[src/rtl/neural_pkg.sv]
// neural_pkg: shared constants, FSM state and sample types, saturation helper for the neural signal synth
package neural_pkg;
  localparam int BIN_LEN = 1500;
  localparam int TMPL_LEN = 32;
  localparam logic [15:0] LFSR_SEED = 16'hACE1;
  localparam logic [15:0] LFSR_TAPS = 16'hB400;
  typedef logic [0:0] state_t;
  localparam state_t IDLE = 1'b0;
  localparam state_t SPIKE = 1'b1;
  typedef logic signed [15:0] sample_t;
  function automatic sample_t sat16(input logic signed [16:0] x);
    return (x > 17'sd32767) ? 16'sh7fff : (x < -17'sd32768) ? 16'sh8000 : x[15:0];
  endfunction
endpackage

[src/rtl/spike_template_rom.sv]
// spike_template_rom: 32-entry biphasic spike template, registered read (clk, idx[4:0] -> sample s16)
module spike_template_rom
  import neural_pkg::*;
(
  input  logic    clk,
  input  logic [4:0] idx,
  output sample_t sample
);
  localparam sample_t ROM [TMPL_LEN] = '{
    16'sd0,     -16'sd100,  -16'sd300,  -16'sd700,  -16'sd1200, -16'sd1700, -16'sd2000, -16'sd1800,
    -16'sd1400, -16'sd900,  -16'sd400,  16'sd0,     16'sd300,   16'sd600,   16'sd800,   16'sd750,
    16'sd650,   16'sd550,   16'sd450,   16'sd380,   16'sd310,   16'sd250,   16'sd200,   16'sd150,
    16'sd110,   16'sd80,    16'sd55,    16'sd35,    16'sd20,    16'sd10,    16'sd5,     16'sd0
  };
  always_ff @(posedge clk) sample <= ROM[idx];
endmodule

[src/rtl/neural_signal_synth.sv]
// neural_signal_synth: velocity-driven spike train synth (clk, rst, vel_in/vel_valid -> raw_out, spike_flag, bin_strobe, bin_count, drop_flag)
module neural_signal_synth #(
  parameter int BIN_LEN    = neural_pkg::BIN_LEN,
  parameter int BASE_COUNT = 10,
  parameter int GAIN_SHIFT = 6,
  parameter int MAX_COUNT  = 40,
  parameter int NOISE_EN   = 1
) (
  input  logic               clk,
  input  logic               rst,
  input  logic signed [15:0] vel_in,
  input  logic               vel_valid,
  output logic signed [15:0] raw_out,
  output logic               spike_flag,
  output logic               bin_strobe,
  output logic [5:0]         bin_count,
  output logic               drop_flag
);
  import neural_pkg::*;
  logic [15:0] bin_timer, phase_acc, lfsr;
  logic first, fire, start;
  logic signed [15:0] vel_pending;
  state_t state;
  logic [4:0] tmpl_idx, rom_idx;
  sample_t rom_q, tmpl, noise;
  logic signed [16:0] cnt_raw, sum;
  logic [5:0] cnt_new;
  logic [16:0] acc_next;
  spike_template_rom u_rom (.clk(clk), .idx(rom_idx), .sample(rom_q));
  always_comb begin
    start = first | (bin_timer == 16'(BIN_LEN - 1));
    cnt_raw = 17'(BASE_COUNT) + 17'(vel_pending >>> GAIN_SHIFT);
    cnt_new = cnt_raw[16] ? 6'd0 : (cnt_raw > 17'(MAX_COUNT)) ? 6'(MAX_COUNT) : cnt_raw[5:0];
    acc_next = {1'b0, phase_acc} + {11'd0, bin_count};
    fire = acc_next >= 17'(BIN_LEN);
    spike_flag = fire && state == IDLE;
    rom_idx = state == SPIKE ? tmpl_idx + 5'd1 : 5'd0;
    tmpl = state == SPIKE ? rom_q : 16'sd0;
    noise = NOISE_EN != 0 ? $signed({{8{lfsr[7]}}, lfsr[7:0]}) >>> 2 : 16'sd0;
    sum = 17'(tmpl) + 17'(noise);
  end
  always_ff @(posedge clk) begin
    if (rst) begin
      bin_timer <= '0;
      phase_acc <= '0;
      first <= 1'b1;
      vel_pending <= '0;
      state <= IDLE;
      tmpl_idx <= '0;
      lfsr <= LFSR_SEED;
      bin_strobe <= 1'b0;
      bin_count <= '0;
      drop_flag <= 1'b0;
      raw_out <= '0;
    end else begin
      first <= 1'b0;
      bin_timer <= start ? '0 : bin_timer + 16'd1;
      bin_strobe <= start;
      bin_count <= start ? cnt_new : bin_count;
      phase_acc <= start ? '0 : fire ? 16'(acc_next - 17'(BIN_LEN)) : acc_next[15:0];
      vel_pending <= vel_valid ? vel_in : vel_pending;
      state <= state == IDLE ? (fire ? SPIKE : IDLE) : (tmpl_idx == 5'd31 ? IDLE : SPIKE);
      tmpl_idx <= state == SPIKE ? tmpl_idx + 5'd1 : 5'd0;
      drop_flag <= drop_flag | (fire && state == SPIKE);
      lfsr <= {1'b0, lfsr[15:1]} ^ (lfsr[0] ? LFSR_TAPS : 16'h0);
      raw_out <= sat16(sum);
    end
  end
endmodule

[config.mk]
export PLATFORM = sky130hd
export DESIGN_NAME = neural_signal_synth
export DESIGN_NICKNAME = d
export VERILOG_FILES = /design/src/rtl/neural_pkg.sv /design/src/rtl/spike_template_rom.sv /design/src/rtl/neural_signal_synth.sv
export SDC_FILE = /design/constraint.sdc
export NUM_CORES = 1
export LEC_CHECK = 0
export CAP_MARGIN = 20
export CORE_ASPECT_RATIO = 2
export CORE_MARGIN = 2
export CORE_UTILIZATION = 45
export DETAILED_ROUTE_END_ITERATION = 8
export PLACE_DENSITY_LB_ADDON = 0.3
export RECOVER_POWER = 100
export SETUP_SLACK_MARGIN = 0.4
export SYNTH_ARGS = -nofsm -noshare
export SYNTH_HDL_FRONTEND = slang
export SYNTH_SLANG_ARGS = --single-unit
[constraint.sdc]
create_clock -name clk -period 3.41 [get_ports clk]
set_clock_uncertainty 0.2 [all_clocks]
set_input_delay 0.682 -clock clk [delete_from_list [all_inputs] [get_ports clk]]
set_output_delay 0.682 -clock clk [all_outputs]
set_load 0.05 [all_outputs]
# Yosys cells after proc, flatten, opt, wreduce, memory -nomap -nowiden
# Memories as Yosys holds them, arrays and structs flattened. A register that Yosys moved wholly into a read port is not among the register bits.
# Index checks and enable logic that the tools add are counted.
[classes] n_reduce_logical=4 n_mux=12 bitwise_logic=5 add_sub_neg=6 n_eq_ne=2 n_shift=0 n_mul=0 magnitude_cmp=4 div_mod_pow=0
[op_table] op="2-to-1 mux 16 bit" count=4
[op_table] op="adder 16 x 6 -> 17 bit" count=2
[op_table] op="greater-or-equal comparator 17 x 11 -> 1 bit, second input constant" count=1
[op_table] op="greater-than comparator 17 x 16 -> 1 bit, second input constant" count=1
[op_table] op="< comparator 17 x 16 -> 1 bit, second input constant" count=1
[op_table] op="adder 16 x 1 -> 16 bit, second input constant" count=1
[op_table] op="== test 16 x 11 -> 1 bit, second input constant" count=1
[op_table] op="subtractor 16 x 11 -> 16 bit, second input constant" count=1
[op_table] op="bitwise XOR 15 x 16 -> 16 bit" count=1
[op_table] op="2-to-1 mux 15 bit" count=1
[op_table] op="2-to-1 mux 6 bit" count=2
[op_table] op="adder 5 x 10 -> 11 bit, first input constant" count=1
[op_table] op="greater-than comparator 11 x 7 -> 1 bit, second input constant" count=1
[op_table] op="NOT 5 -> 6 bit" count=1
[op_table] op="adder 5 x 1 -> 5 bit, second input constant" count=1
[op_table] op="== test 5 bit, second input constant" count=1
[op_table] op="2-to-1 mux 5 bit" count=1
[op_table] op="2-to-1 mux 1 bit" count=4
[op_table] op="OR reduction 2 bit" count=2
[op_table] op="logical AND 1 bit" count=2
[op_table] op="bitwise OR 1 bit" count=2
[op_table] op="NOT 1 bit" count=1
[totals] n_memories=1 inputBits=19 elab_cells=46 romBits=512 output_inout_bits=25 mem_bits_rw=0 latch_bits=0 regBits=95
[memory_table] name="(name not given)" words=32 word_bits=16 rd=1 rd_clocked_by_memory_dff=1 wr=0 line_no="spike_template_rom.sv:15" rtl="always_ff @(posedge clk) sample <= ROM[idx];"

# Depth between registers and ports, before layout
# Gate-level depths: netlist of run 1.
[depth] depth_word=5 ltp_mapped=16 mapped_depth_nobuf=12

# By module
# Synthesis of run 1 repeated with hierarchy kept, for this count alone.
[hier_totals] cells_unflattened=649 area_unflattened_um2=5731.7
[modules_own_cells] mod="neural_signal_synth" instances=1 seq_area_each_um2=1781.7 cells_per_inst=548 area_each_um2=4857.2
[modules_own_cells] mod="spike_template_rom" instances=1 seq_area_each_um2=240.2 cells_per_inst=101 area_each_um2=874.6

# Worst setup path before layout of run 1
# OpenSTA, ideal clock, no wires.
[synth_path] kind="flip-flop to output port" start="reg bin_count[0]" end="out spike_flag" path_buffers=1 t_arrival_ps=3514 path_stages_with_launch=11 required_time_ps=2528 setup_slack_ps=-986 path_cell_list="dfxtp_1 > ha_1 > fa_1 > a211oi_1 > o21ai_2 > and2_1 > xor2_1 > and3_2 > a311oi_2 > buf_2 > a21oi_1"
[synth_via] elab_chain_cells=3
[synth_rtl] item="start: declaration" line_no="neural_signal_synth.sv:16" rtl="output logic [5:0] bin_count,"
[synth_rtl] item="start signal: assignment" line_no="neural_signal_synth.sv:59" rtl="bin_count <= start ? cnt_new : bin_count;"
[synth_rtl] item="adder 16 x 6 -> 17 bit" line_no="neural_signal_synth.sv:34" rtl="acc_next = {1'b0, phase_acc} + {11'd0, bin_count};"
[synth_rtl] item="greater-or-equal comparator 17 x 11 -> 1 bit" line_no="neural_signal_synth.sv:35" rtl="fire = acc_next >= 17'(BIN_LEN);"
[synth_rtl] item="logical AND 1 bit" line_no="neural_signal_synth.sv:36" rtl="spike_flag = fire && state == IDLE;"
[synth_rtl] item="end: declaration" line_no="neural_signal_synth.sv:14" rtl="output logic spike_flag,"
# No other way between the ends.

# Worst setup path in the final report of run 1
# Same ends and word-level chain as after synthesis.

==> results of run 1 <==
## through the flow
step	cells	hold WS, ns
2_1_floorplan	637	0.189
3_3_place_gp	808	0.199
3_5_place_dp	808	0.208
4_1_cts	833	0.225
5_1_grt	845	0.233
6_report	845	0.219
## cell usage in the layout, fill, tap and decap left out, drive strengths merged, types with 9 or more instances in the layout
cell type and instances:
o21ai 36, dfxtp 101, clkbuf 15, and2 18, nand2 52, clkdlybuf4s50 11
nor2b 13, xnor2 20, inv 17, buf 37, nor2 68, dlygate4sd3 25
nand3 24, mux2i 20, nor3 19, xor2 23, a21oi 45, ha 31
or2 9, nand2b 11
## kinds of logic (layout without fill, tap and decap cells)
logic type	after synthesis	after routing	share of synthesized area, %
AO/OA/AOI/OAI	149	149	18.4
XOR/XNOR	43	43	7.09
adder cells (fa/ha/maj)	34	34	8.09
buffers and inverters	45	108	3.19
flip-flops	101	101	37.3
multiplexers	20	20	3.70
AND/OR/NAND/NOR	245	245	22.2
## area by class of cell
| type | instances | area share (%) |
|---|---|---|
| clock buffers | 12 | 3.84 |
| clock inverters | 4 | 1.10 |
| inverters | 16 | 0.866 |
| multi-input cells | 491 | 51.7 |
| flip-flops and latches | 101 | 29.4 |
| well taps | 145 | 2.62 |
| repair buffers | 76 | 10.4 |
## layer usage
metal | global-route usage, % | vias up | routed length, um
li1 | - | 2355 | -
met1 | 20.4 | 2274 | 5110
met2 | 39.2 | 142 | 7910
met3 | 3.34 | 58 | 449
met4 | 13.0 | 0 | 831
met5 | 0 | - | 0
## state kept, by name, indices dropped and copies added (netlist names), 5 cells and up
name	cells
vel_pending	10
raw_out	16
bin_timer	16
u_rom.sample	12
lfsr	16
tmpl_idx	5
phase_acc	16
bin_count	6
## repair_timing
action,in CTS,in global routing
endpoints found under the setup margin,17,24
cloned,1,0
buffers inserted,8,12
gates resized for setup,22,44
endpoints found under the hold margin,0,0
pin swaps,12,15
## critical path: stages, from the launching register on
cell	delay, ns
dfxtp_4	0.36
ha_4	0.16
fa_2	0.25
a211oi_2	0.09
o21ai_2	0.28
nand4_1	0.18
xnor2_1	0.68
nor2b_2	0.10
o31a_1	0.20
a21oi_4	0.20
buf_6	0.18
## power groups by stage
stage / clock (uW) / combinational [uW] / sequential, uW
after floorplan: 0 / 152 / 1330
after CTS: 1170 / 318 / 1250
after global routing: 1230 / 350 / 1250
final: 1150 / 325 / 1250
after global placement: 0 / 303 / 1270
after detailed placement: 0 / 310 / 1280
## worst max-delay path by stage
stage	from	to	slack [ns]	cells after the start
after floorplan	bin_count[0]$_SDFFE_PP0P_	spike_flag	-0.02	10
after detailed placement	bin_count[1]$_SDFFE_PP0P_	spike_flag	0.02	9
after global placement	bin_count[0]$_SDFFE_PP0P_	spike_flag	0.06	10
after global routing	phase_acc[0]$_SDFF_PP0_	spike_flag	-0.65	10
final	bin_count[0]$_SDFFE_PP0P_	spike_flag	-0.50	10
after CTS	bin_count[1]$_SDFFE_PP0P_	spike_flag	-0.23	9
==> run summary, run 1 <==
### Synth
- 68 — number of unique standard cell types used by synthesis
- 101 — Synth Register Bits
- 637 — count of mapped cells out of synthesis
- dfxtp_1 — post-synthesis cell type with the largest combined area
- dfxtp_1 — Primary FF master, synth
- 689 — syn nets
- 37.3% — area share of the largest cell type after synthesis
- 0 — Post-synth EDFFs
- 5420 um2 — synthesized area
- 0 — count of yosys warnings during synthesis
- dfxtp_1 — most instantiated library cell after synthesis
- 101 x dfxtp_1, 68 x nor2_1, 52 x nand2_1, 43 x a21oi_1, 31 x ha_1 — leading cell types by count after synthesis
- dfxtp_1 37%, ha_1 7.2%, nor2_1 4.7%, a21oi_1 4.0%, mux2i_1 3.7% — dominant cells by area after synthesis
- 37.3% — fraction of the yosys area taken by sequential cells
- 0% — fraction of registers with async set/reset
- 8.50 um2 — synthesized area per cell

### Placement
- 9980 um — total half-perimeter wirelength after legalization and detailed placement
- 6130 um2 — total cell area at the placement stage
- 0.0190 ns — pre-CTS setup slack
- 37 — count of buffers from port buffering
- 0.857 — gpl congestion

### Hold path
- register to register — class of the tightest hold or removal check
- 1 — Hold Path Stages
- lfsr[1]$_SDFF_PP0_ — hold path start
- lfsr[0]$_SDFF_PP1_ — end of the worst hold path

### Power
- 2720 uW — Overall Power
- 0.00270 uW — Leakage Power
- 393 nW/um2 — power per standard cell area
- 45.8% — Reg power frac
- 42.2% — Clock Power Share
- 670 uW — P_sw
- 2050 uW — Int Power
- 11.9% — combinational cell fraction of total power
- 229 uV — IR drop worst, VDD
- 24.6% — fraction of power spent switching nets

### Detailed routing
- 16.9 um — WL/cell
- 4 — Pre-antenna DRT Iters
- 5.71 — ratio of routed vias to standard cells
- 4829 — routed via count
- 14300 um — Routed Wire Length
- 247 — number of design-rule violations left by the first detailed-router iteration
- 0 — number of remaining DRC errors
- 0 — DRT antenna net count

### Clocking
- done — CTS tree
- 0.35 ns — source-to-sink clock delay at the later pin of the worst-skew pair
- 101 — total clock sinks
- clkbuf_16 — clock root buffer
- 2 — Max Root-Sink Buffers
- 3 — H-Tree Depth
- 9 — clock buffer count from CTS
- 0.07 ns — CTS clk-pin slew, worst paths
- 0 — count of hold-fix buffers inserted at cts

### Worst setup path
- 0.13 ns — R2R setup slack
- 3.02 ns — arrival time at the worst endpoint
- phase_acc[12]$_SDFF_PP0_ — capture point of the worst reg-to-reg path
- bin_count[0]$_SDFFE_PP0P_ — reg2reg start
- register — startpoint kind of the worst setup timing path
- output port — crit end category
- 5 — maximum net fanout on the critical path
- 11 — number of cells on the worst reg-to-reg path
- 2.53 ns — critical path data required time
- register to output port — critical path type

### Timing
- -0.104% — Relative slew margins
- yes — setup repair after global routing missed its margin
- 1.50 ns — slew at the pin with the worst max-slew slack
- 3.91 ns — shortest period the worst path allows
- 35 — fin. max-slew vios
- 115% — Final period util
- -0.497 ns — Setup TNS
- 256 MHz — Highest Clock Rate
- -0.497 ns — setup slack of the critical path after layout
- 1 — final setup violation count
- 0 — Hold Violations, Final

### Die
- 81.6 um — x dimension of the die
- 13000 um2 — Die Outline Area
- 56 — Placement Rows
- 159 um — floorplan die height
- 11700 um2 — core outline area
- 46.3% — Initial Util
- 44 — top-level port count

### Global route
- 36 — maximum number of pins on one net before global-route repair
- 21400 um — global-route wire length before repair
- 21.0% — overall routing resource usage
- 0 — antenna violations before repair
- 0 — leftover overflow at the end of global routing
- 4646 — vias in the first global route

### Cells and area
- 6930 um2 — total non-filler cell area in the finished layout
- 0 — number of inserted diodes
- 18.7% — fraction of final layout cells with drive strength greater than 1
- 976 — filler cell count in the final layout
- 2040 um2 — area occupied by registers
- 747 — Post-layout nets
- 59.2% — fin util
- 3580 um2 — area used by multi-input combinational logic
- 28.0% — Layout area overhead

### Status
- complete, but fails checks — outcome
- capacitance limit, slew limit, setup timing — failing checks

### Flow run
- 1 — Max-Cap Viols

Power figures use the tool's default switching activity.
==> run 2: changes to the inputs <==
--- a/config.mk
+++ b/config.mk
@@ -9,6 +9,7 @@
 export CORE_ASPECT_RATIO = 2
 export CORE_MARGIN = 2
 export CORE_UTILIZATION = 45
+export CTS_CLUSTER_SIZE = 8
 export DETAILED_ROUTE_END_ITERATION = 8
 export PLACE_DENSITY_LB_ADDON = 0.3
 export RECOVER_POWER = 100
==> constraint.sdc (replaced) <==
create_clock -name clk -period 3.19 [get_ports clk]
set_clock_uncertainty 0.2 [all_clocks]
set_input_delay 0.638 -clock clk [delete_from_list [all_inputs] [get_ports clk]]
set_output_delay 0.638 -clock clk [all_outputs]
set_load 0.05 [all_outputs]
==> run summary, run 2 (synthesis gave the netlist of run 1 again) <==
### Status
- complete, but fails checks — outcome
- setup timing — failing checks

### Die
- 81.6 um — x dimension of the die, unchanged
- 56 — Placement Rows, unchanged
- 44 — top-level port count, unchanged
- 46.3% — Initial Util, unchanged
- 159 um — floorplan die height, unchanged
- 11700 um2 — core outline area, unchanged
- 13000 um2 — Die Outline Area, unchanged

### Timing
- 0 — fin. max-slew vios, -100%
- 0 — Hold Violations, Final, unchanged
- 113% — Final period util
- 1.13 ns — slew at the pin with the worst max-slew slack, -0.376 ns
- -0.425 ns — setup slack of the critical path after layout, +0.0719 ns
- 25.0% — Relative slew margins, +25 points
- 3.61 ns — shortest period the worst path allows
- 4 — final setup violation count, +3
- 0.213 ns — worst hold slack, -0.00567 ns
- yes — setup repair after global routing missed its margin
- 277 MHz — Highest Clock Rate

### Clocking
- 2 — Max Root-Sink Buffers, unchanged
- 101 — total clock sinks, unchanged
- 0.07 ns — CTS clk-pin slew, worst paths, about the same
- clkbuf_16 — clock root buffer
- done — CTS tree
- 3 — H-Tree Depth, unchanged
- 0.34 ns — source-to-sink clock delay at the later pin of the worst-skew pair, about the same
- 9 — clock buffer count from CTS, unchanged

### Worst setup path
- -0.07 ns — R2R setup slack, -0.20 ns
- register — startpoint kind of the worst setup timing path
- spike_flag — Critical Path Sink
- output port — crit end category
- bin_count[0]$_SDFFE_PP0P_ — reg2reg start
- phase_acc[14]$_SDFF_PP0_ — capture point of the worst reg-to-reg path
- 5 — maximum net fanout on the critical path, unchanged
- register to output port — critical path type
- 2.35 ns — critical path data required time, -0.18 ns
- bin_count[0]$_SDFFE_PP0P_ — startpoint of the worst setup timing path
- 2.78 ns — arrival time at the worst endpoint, -0.24 ns
- 14 — number of cells on the worst reg-to-reg path, +3

### Global route
- 47 — maximum number of pins on one net before global-route repair, +31%
- 0 — leftover overflow at the end of global routing, unchanged
- 0 — antenna violations before repair, unchanged
- 4765 — vias in the first global route, +2.6%
- 22.2% — overall routing resource usage, +1.2 points
- 22300 um — global-route wire length before repair, +4.4%

### Flow run
- 0 — Max-Cap Viols, -1

### Detailed routing
- 0 — number of remaining DRC errors, unchanged
- 4 — Pre-antenna DRT Iters, unchanged
- 5.64 — ratio of routed vias to standard cells, -1.3%
- 0 — DRT antenna net count, unchanged
- 16.4 um — WL/cell, -2.9%
- 14400 um — Routed Wire Length, +0.80%
- 259 — number of design-rule violations left by the first detailed-router iteration, +4.9%
- 4946 — routed via count, +2.4%

### Cells and area
- 780 — Post-layout nets, +4.4%
- 32.9% — Layout area overhead
- dfxtp_1 — most common cell after layout, fill and taps aside
- 0 — number of inserted diodes, unchanged
- 95 x dfxtp_1, 68 x nor2_1, 57 x buf_4, 52 x nand2_1, 32 x a21oi_1 — leading cell types in the layout, fill and taps excluded
- 23.8% — fraction of final layout cells with drive strength greater than 1, +5.1 points
- 61.5% — fin util, +2.2 points

### Hold path
- register to register — class of the tightest hold or removal check

### Placement
- 0.927 — gpl congestion, +8.2%
- 10400 um — total half-perimeter wirelength after legalization and detailed placement, +4.5%
- -0.103 ns — pre-CTS setup slack, -0.122 ns
- 37 — count of buffers from port buffering, unchanged

### Power
- 0.00287 uW — Leakage Power, +6.2%
- 310 uV — IR drop worst, VDD, +35%
- 407 nW/um2 — power per standard cell area, +3.6%

-- run 2: through the flow --
step           instance area [um2]  cells  power (uW)  TNS (ns)
2_1_floorplan                 5640    637        1580    -0.194
4_1_cts                       7010    870        2950    -0.447
5_1_grt                       7200    877        3040     -1.97
3_5_place_dp                  6420    843        1720    -0.103
6_report                      7200    877        2930    -0.503
3_3_place_gp                  6420    843        1710   -0.0678
-- run 2: layout make-up --
class	instances	area [um2]
Fill cell	967	4510
Timing Repair Buffer	109	933
Multi-Input combinational cell	491	3640
Clock inverter	6	113
Sequential cell	101	2040
Clock buffer	9	225
Inverter	16	60.1
Tap cell	145	181
-- run 2: how the worst min path moves through the flow --
stage / from / to / slack, ns / depth (start not counted)
after global placement: lfsr[8]$_SDFF_PP0_ / lfsr[7]$_SDFF_PP1_ / 0.20 / 1
after detailed placement: lfsr[12]$_SDFF_PP0_ / lfsr[11]$_SDFF_PP1_ / 0.20 / 1
after global routing: lfsr[12]$_SDFF_PP0_ / lfsr[11]$_SDFF_PP1_ / 0.22 / 1
after floorplan: lfsr[1]$_SDFF_PP0_ / lfsr[0]$_SDFF_PP1_ / 0.19 / 1
final: lfsr[12]$_SDFF_PP0_ / lfsr[11]$_SDFF_PP1_ / 0.21 / 1
after CTS: lfsr[12]$_SDFF_PP0_ / lfsr[11]$_SDFF_PP1_ / 0.22 / 1
-- run 2: worst max-delay path: stages, from the launching register on --
cell,delay [ns]
dfxtp_4,0.35
ha_4,0.17
fa_2,0.39
a211oi_2,0.26
o21ai_2,0.12
nand3_2,0.14
xnor2_2,0.15
nand2_1,0.13
o31a_1,0.37
a21oi_4,0.18
buf_6,0.17
-- run 2: timing repair --
| action | in CTS | in global routing |
|---|---|---|
| setup endpoints to repair | 24 | 27 |
| pin swaps | 12 | 17 |
| hold buffers | 0 | 0 |
| hold endpoints to repair | 0 | 0 |
| gates cloned | 0 | 0 |
| gates resized for setup | 30 | 40 |
| buffers inserted | 12 | 7 |
-- run 2: report_power, final --
group	internal, uW	switching, uW	leakage (uW)	total (uW)
Sequential	1300	31.4	0.000830	1340
Combinational	153	216	0.00187	368
Clock	763	461	0.000165	1220
Total	2220	708	0.00287	2930
-- run 2: metal layers --
| metal | GRT usage [%] | share of wire (%) | vias to the layer above |
|---|---|---|---|
| met1 | 21.1 | 35 | 2370 |
| met3 | 3.34 | 3.1 | 42 |
| met2 | 41.9 | 56 | 126 |
| met5 | 0 | 0 | - |
| li1 | - | - | 2408 |
| met4 | 13.6 | 6.0 | 0 |
